`src/rtl/mem_port_arbiter_pkg.sv`:
```
// rtl/mem_port_arbiter_pkg.sv - shared encodings and helpers for the memory port arbiter
package mem_port_arbiter_pkg;

    typedef enum logic [1:0] {
        ARB_IDLE = 2'd0,
        ARB_WAIT = 2'd1,
        ARB_RESP = 2'd2
    } arb_state_t;

    localparam logic OWNER_IF = 1'b0;
    localparam logic OWNER_DM = 1'b1;

    // Bits needed to hold values 0..max_val, never less than one.
    function automatic int cnt_width(input int max_val);
        int w;
        w = $clog2(max_val + 1);
        return (w < 1) ? 1 : w;
    endfunction

endpackage

```
`src/rtl/mem_arb_timer.sv`:
```
// rtl/mem_arb_timer.sv - loadable down-counter with zero flag for access sequencing
module mem_arb_timer #(
    parameter int W = 2
) (
    input  logic         clk,
    input  logic         rst,
    input  logic         load,
    input  logic [W-1:0] load_val,
    input  logic         dec,
    output logic         zero
);

    logic [W-1:0] cnt;

    // Load has priority over decrement; decrement stops at zero.
    always_ff @(posedge clk or negedge rst) begin
        if (!rst) begin
            cnt <= '0;
        end else if (load) begin
            cnt <= load_val;
        end else if (dec && (cnt != '0)) begin
            cnt <= cnt - 1'b1;
        end
    end

    assign zero = (cnt == '0);

endmodule

```
`src/rtl/mem_port_arbiter.sv`:
```
// rtl/mem_port_arbiter.sv - arbitrates IF and DM ports onto one fixed-latency single-port memory
module mem_port_arbiter
    import mem_port_arbiter_pkg::*;
#(
    parameter int ADDR_W       = 32,
    parameter int DATA_W       = 32,
    parameter int MEM_LATENCY  = 2,
    parameter int STARVE_LIMIT = 4
) (
    input  logic              clk,
    input  logic              rst,
    input  logic              if_req,
    input  logic [ADDR_W-1:0] if_addr,
    output logic [DATA_W-1:0] if_rdata,
    output logic              if_ack,
    output logic              if_stall,
    input  logic              dm_req,
    input  logic              dm_we,
    input  logic [ADDR_W-1:0] dm_addr,
    input  logic [DATA_W-1:0] dm_wdata,
    output logic [DATA_W-1:0] dm_rdata,
    output logic              dm_ack,
    output logic              mem_en,
    output logic              mem_we,
    output logic [ADDR_W-1:0] mem_addr,
    output logic [DATA_W-1:0] mem_wdata,
    input  logic [DATA_W-1:0] mem_rdata,
    output logic              busy
);

    localparam int CNT_W    = cnt_width(MEM_LATENCY);
    localparam int STARVE_W = cnt_width(STARVE_LIMIT);

    // The counter starts at MEM_LATENCY in the mem_en cycle, so it reaches
    // zero exactly in the cycle where mem_rdata becomes valid.
    localparam logic [CNT_W-1:0]    LAT_LOAD   = CNT_W'(MEM_LATENCY);
    localparam logic [STARVE_W-1:0] STARVE_MAX = STARVE_W'(STARVE_LIMIT);

    arb_state_t           state;
    arb_state_t           state_next;
    logic                 owner;
    logic [STARVE_W-1:0]  starve;
    logic                 grant;
    logic                 winner_dm;
    logic                 timer_dec;
    logic                 timer_zero;
    logic                 capture;

    // DM normally wins; IF wins once DM has starved it STARVE_LIMIT times.
    assign winner_dm = dm_req && ((starve != STARVE_MAX) || !if_req);
    assign capture   = (state == ARB_WAIT) && timer_zero;
    assign busy      = (state != ARB_IDLE);
    assign if_stall  = if_req & ~if_ack;

    mem_arb_timer #(
        .W (CNT_W)
    ) u_timer (
        .clk      (clk),
        .rst      (rst),
        .load     (grant),
        .load_val (LAT_LOAD),
        .dec      (timer_dec),
        .zero     (timer_zero)
    );

    // State register.
    always_ff @(posedge clk or negedge rst) begin
        if (!rst) begin
            state <= ARB_IDLE;
        end else begin
            state <= state_next;
        end
    end

    // Next-state logic: grant in IDLE, count down in WAIT, one RESP cycle for the ack.
    always_comb begin
        state_next = state;
        grant      = 1'b0;
        timer_dec  = 1'b0;
        case (state)
            ARB_IDLE: begin
                if (if_req || dm_req) begin
                    grant      = 1'b1;
                    state_next = ARB_WAIT;
                end
            end
            ARB_WAIT: begin
                if (timer_zero) begin
                    state_next = ARB_RESP;
                end else begin
                    timer_dec = 1'b1;
                end
            end
            ARB_RESP: begin
                state_next = ARB_IDLE;
            end
            default: begin
                state_next = ARB_IDLE;
            end
        endcase
    end

    // Latch the winner's access onto the memory bus at grant; hold it through the access.
    always_ff @(posedge clk or negedge rst) begin
        if (!rst) begin
            owner     <= OWNER_IF;
            mem_en    <= 1'b0;
            mem_we    <= 1'b0;
            mem_addr  <= '0;
            mem_wdata <= '0;
        end else begin
            mem_en <= grant;
            if (grant) begin
                owner     <= winner_dm ? OWNER_DM : OWNER_IF;
                mem_we    <= winner_dm & dm_we;
                mem_addr  <= winner_dm ? dm_addr : if_addr;
                mem_wdata <= winner_dm ? dm_wdata : '0;
            end
        end
    end

    // Return data and a one-cycle ack to whichever port owns the access.
    always_ff @(posedge clk or negedge rst) begin
        if (!rst) begin
            if_ack   <= 1'b0;
            dm_ack   <= 1'b0;
            if_rdata <= '0;
            dm_rdata <= '0;
        end else begin
            if_ack <= capture && (owner == OWNER_IF);
            dm_ack <= capture && (owner == OWNER_DM);
            if (capture && (owner == OWNER_IF)) begin
                if_rdata <= mem_rdata;
            end
            if (capture && (owner == OWNER_DM)) begin
                dm_rdata <= mem_rdata;
            end
        end
    end

    // Count DM grants that bypass a waiting IF request; an IF grant clears the count.
    always_ff @(posedge clk or negedge rst) begin
        if (!rst) begin
            starve <= '0;
        end else if (grant) begin
            if (!winner_dm) begin
                starve <= '0;
            end else if (if_req && (starve != STARVE_MAX)) begin
                starve <= starve + 1'b1;
            end
        end
    end

endmodule

```
`config.mk`:
```
export PLATFORM = sky130hd
export DESIGN_NAME = mem_port_arbiter
export DESIGN_NICKNAME = d
export VERILOG_FILES = /design/src/rtl/mem_port_arbiter_pkg.sv /design/src/rtl/mem_arb_timer.sv /design/src/rtl/mem_port_arbiter.sv
export SDC_FILE = /design/constraint.sdc
export NUM_CORES = 1
export LEC_CHECK = 0
export ABC_CLOCK_PERIOD_IN_PS = 3500
export CORE_MARGIN = 4
export CORE_UTILIZATION = 40
export CTS_CLUSTER_DIAMETER = 200
export DETAILED_ROUTE_END_ITERATION = 12
export HOLD_SLACK_MARGIN = 0.08
export PLACE_DENSITY = 0.89
export SLEW_MARGIN = 20
export SYNTH_ARGS = -nofsm -noshare
export SYNTH_HDL_FRONTEND = slang
export SYNTH_SLANG_ARGS = --single-unit
```
`constraint.sdc`:
```
create_clock -name clk -period 3.5 [get_ports clk]
set_input_delay 0.525 -clock clk [delete_from_list [all_inputs] [get_ports clk]]
set_output_delay 0.525 -clock clk [all_outputs]
set_load 0.05 [all_outputs]
```
Word-level counts from Yosys, hierarchy flattened
Cells that the tools add are included.
{ "word_totals": {"reg_bits": 140, "mem_bits_ro": 0, "wordCells": 53, "mem_count": 0, "latchBits": 0, "ramBits": 0, "in_bits": 133} }
{ "classes": {"n_addsub": 2, "shift": 0, "n_reduce_logical": 16, "eq_ne": 5, "n_mux": 14, "mul": 0, "div": 0, "n_lt_le_gt_ge": 0, "bitwise": 4} }
{ "ops": {"columns": ["operator", "n"], "rows": [
  ["$mux W32", 2],
  ["$mux W2", 4],
  ["$logic_and A1 B1 Y1", 6],
  ["$mux W3", 2],
  ["$reduce_bool A2 Y1", 3],
  ["$mux W1", 5],
  ["$logic_not A2 Y1", 2],
  ["$ne A2 B2 Y1 const B", 2],
  ["$pmux W2 S2", 1],
  ["$reduce_and A2 Y1", 2],
  ["$add A3 B1 Y3 const B", 1],
  ["$ne A3 B3 Y1 const B", 1],
  ["$and A1 B1 Y1", 2],
  ["$eq A2 B1 Y1 const B", 1],
  ["$logic_or A1 B1 Y1", 2],
  ["$ne A2 B1 Y1 const B", 1],
  ["$not A1 Y1", 2],
  ["$sub A2 B1 Y2 const B", 1],
  ["$logic_not A1 Y1", 1]
]} }

Logic depth before layout (Yosys ltp)
{ "logic_depth": {"word_depth": 6, "ltp_mapped": 7, "depth_no_buf": 5} }

Cells and area by module
A second synthesis with hierarchy kept.
{ "unflattened": {"hier_cells": 487, "area_unflattened_um2": 6067.1} }
{ "modules_own_cells": {"columns": ["module", "seq_area_each_um2", "area_each_um2", "n_inst", "cells_each"], "rows": [
  ["mem_port_arbiter", 3453.3, 5934.4, 1, 474],
  ["mem_arb_timer", 50.0, 132.6, 1, 13]
]} }

Worst setup path after synthesis
Ideal clock, no wire load.
{ "synth_path": {"path_type": "flip-flop to output port", "startpoint": "register state[0]", "endpoint": "output port busy", "path_stages_with_launch": 5, "path_buffers": 2, "slack_ns": 1.629, "t_arrival_ns": 1.346, "required_time_ns": 2.975, "cell_sequence": "dfrtp_1 > nor2_2 > buf_2 > buf_1 > inv_1"} }
{ "synth_via": {"elab_chain_len": 1} }
{ "synth_rtl": {"columns": ["element", "line", "text"], "rows": [
  ["from (decl)", "mem_port_arbiter.sv:39", "arb_state_t state;"],
  ["from (signal assigned)", "mem_port_arbiter.sv:71", "state <= state_next;"],
  ["$reduce_bool A2 Y1", "mem_port_arbiter.sv:52", "assign busy = (state != ARB_IDLE);"],
  ["to (decl)", "mem_port_arbiter.sv:28", "output logic busy"]
]} }
Every way passes these cells.

Worst setup path in the final report
{ "layout_path": {"startpoint": "input port if_req", "endpoint": "output port if_stall"} }
{ "layout_via": {"elab_chain_len": 1} }
{ "layout_rtl": {"columns": ["element", "line", "text"], "rows": [
  ["from (decl)", "mem_port_arbiter.sv:12", "input logic if_req,"],
  ["$and A1 B1 Y1", "mem_port_arbiter.sv:53", "assign if_stall = if_req & ~if_ack;"],
  ["to (decl)", "mem_port_arbiter.sv:16", "output logic if_stall,"]
]} }
Every way passes these cells.

==> out/metrics.cfg <==
[synth]
synth.area.top_cells = dfrtp_1 (60%), mux2_4 (7.5%), mux2_2 (6.8%), a22o_1 (5.1%), o221ai_1 (4.8%)
synthCells = 442
ys_warn_count = 0
synth_top_area_share = 0.601
seq_area_frac_synth = 0.601
ys_types = 32
yosys.area.top_type = dfrtp_1
syn_avg_cell_area_um2 = 13.2
ys_ff_latch = 140
syn_area_um2 = 5830
syn-num-nets = 578

[pwr]
comb_power_share = 0.556
intPower_mw = 6.06
p_leak_nw = 3.97
seq_power_share = 0.261
power_density_nw_per_um2 = 1200
irDropWorstVdd_mv = 0.587
p_clk_frac = 0.183
p_sw_mw = 5.04
switching_share = 0.454

[status]
status = finished clean

[timing]
rsz0062_at_grt = no
drv_slew = 0
fmax_mhz = 377
final.setup.tns_ns = 0
max_slew_margin = 0.528
finalSetupViolations = 0
fin_crit_sh = 0.759
final-hold-violation-count = 0
worst_pin_slew_ns = 0.707
finClkSkew_ns = 0.00565
min_period_ns = 2.65

[worst_setup_path]
r2r-end = mem_addr[0]$_DFFE_PN0P_
critPathArrivalTime_ns = 2.13
critPathMaxFanout = 5
crit_slowest_cell = clkdlybuf4s50_1
cp_slowest_stage_delay_ns = 0.81
r2r_cells = 5
crit_path_start_kind = primary input
r2r_slack_ns = 1.07
crit_path_cell_trace = clkdlybuf4s50_1 -> nor2b_1 -> clkdlybuf4s50_1
end_kind = output pin
cp_common_cell = clkdlybuf4s50_1
worstSetupPathType = in2out
cp.required_ns = 2.97
r2r-start = state[0]$_DFFE_PN0P_

[clock_tree]
cts_buffer_depth = 2
cts_num_sinks = 140
root_buffer = clkbuf_16
htree_levels = 4
cts_tree = done
postCtsSetupRepairBufs = 0
cts_hold_buffers = 0
numCtsBuffers = 17
clk_pin_slew_ns = 0.05
insertion_delay_ns = 0.41
post_cts_resized = 0

[grt]
grtUsageMet3 = 0.0531
grt_pass1_vias = 5080
busiest_layer = met2
grt_max_degree = 77
antenna_found_initial = 0
met1_usage = 0.240
grt_usage = 0.200
met2_usage = 0.344
globalRouteOverflowTotal = 0
grt_pass1_wl_mm = 26.2

[detailed_routing]
drt_pre_antenna_iters = 5
drt_iter0_drc = 334
drt_wl_total_mm = 16.7
ant_nets = 0
num_vias = 4756
wl_per_cell_um = 18.8
viasPerCell = 5.35
drcViolationCount = 0

[cells_and_area]
diodes = 0
instances_no_fill = 889
drive_gt1_frac = 0.158
syn_to_final_growth_pct = 59.2
nNetsFinal = 834
final_util = 0.659

[worst_hold_path]
hp-class = in2async

[placement]
place_hpwl_mm = 11.9
port_buffers = 266
routabilityCongestion = 0.837
numPlacedInstances = 859

[floorplan]
die-width_um = 129
pin_count = 267
initial_utilization = 0.414
core-area_um2 = 14100
die_h_um = 129
die-area_um2 = 16600
rows = 43

[flow_run]
maxCapViolCount = 0

[synthesized netlist by cell type]
cell type,count
mux2_2,35
nand3_1,33
ha_1,3
buf_2,15
o21ai_0,2
dfrtp_1,140
buf_6,4
and3_1,1
o221ai_1,32
nor2_1,1
or3b_2,2
nand2_4,1
o22ai_1,1
o211ai_1,1
clkbuf_1,14
nand2b_1,2
and2_1,1
a22o_1,34
nor2b_1,2
buf_4,3
inv_1,38
nand3_2,1
and3b_1,1
xnor2_1,1
nand4_1,33
mux2_4,29
nor2_2,1
a21o_1,1
nand2_1,5
inv_2,1
or2_0,1
buf_1,3
[power groups by stage]
stage	clock network, mW	registers, mW	logic [mW]
4_1_cts	2.07	2.89	6.22
2_1_floorplan	0	5.38	1.63
3_3_place_gp	0	2.86	6.08
5_1_grt	2.13	2.99	6.45
3_5_place_dp	0	2.89	6.21
6_report	2.03	2.90	6.17
[cell usage in the layout (no fill, tap or decap), drive strengths merged]
cell type and count:
nor2 2, o211ai 1, nor2b 2, clkinvlp 3, inv 39, and3b 1
buf 11, dfrtp 140, or2 1, ha 3, nand4 33, nand2b 2
xnor2 1, nand3 34, and2 1, or3b 2, a22o 34, clkinv 2
mux2 64, and3 1, clkbuf 19, clkdlybuf4s50 265, o21ai 2, o22ai 1
a21o 1, bufinv 6, nand2 6, o221ai 32
[per-stage QoR]
step | power (mW) | hold slack, ns | worst slack (ns) | instance area, um2
after global routing | 11.6 | 0.169 | 0.802 | 9290
after global placement | 8.94 | 0.486 | 0.813 | 8620
after detailed placement | 9.11 | 0.491 | 0.682 | 8620
after CTS | 11.2 | 0.146 | 0.826 | 9290
after floorplan | 7.00 | 0.229 | 1.63 | 5830
final | 11.1 | 0.137 | 0.845 | 9290
[state kept, by name (all words and copies together) (netlist names)]
name         cells
mem_en           1
starve           3
if_rdata        32
dm_rdata        32
if_ack           1
mem_addr        32
mem_we           1
dm_ack           1
owner            1
mem_wdata       32
u_timer.cnt      2
state            2
[routing by layer]
layer / share of wire / wire length [um]
met1: 0.39 / 6460
met4: 0.023 / 381
met3: 0.075 / 1260
met2: 0.52 / 8610
met5: 0 / 0
[final cells by class]
type	instances	area, um2
Inverter	39	146
Clock inverter	11	216
Fill cell	1004	4810
Timing Repair Buffer	276	2750
Sequential cell	140	3500
Multi-Input combinational cell	224	1990
Tap cell	180	225
Clock buffer	19	453
[worst max-delay path: cells and delay by family]
family / cells / cell delay (ns)
buf+inv: 2 / 1.42
simple gates: 1 / 0.18
[worst max-delay path by stage]
| stage | endpoint | start | slack (ns) | depth (start not counted) |
|---|---|---|---|---|
| 6_report | if_stall | if_req | 0.85 | 3 |
| 4_1_cts | if_stall | if_req | 0.83 | 3 |
| 2_1_floorplan | busy | state[0]$_DFFE_PN0P_ | 1.63 | 4 |
| 3_5_place_dp | mem_addr[0]$_DFFE_PN0P_ | dm_req | 0.68 | 5 |
| 5_1_grt | if_stall | if_req | 0.80 | 3 |
| 3_3_place_gp | if_stall | if_req | 0.81 | 3 |
[cells by family (layout without fill, tap and decap cells)]
logic type	count (synthesis)	after routing	share of synthesized area
DFF	140	140	0.601
and+or+nand+nor	85	85	0.0843
buffers and inverters	78	345	0.0605
AOI/OAI and AO/OA	71	71	0.104
muxes	64	64	0.142
adders and majority gates	3	3	0.00644
xor gates and xnor gates	1	1	0.00150
Power figures use the tool's default switching activity.
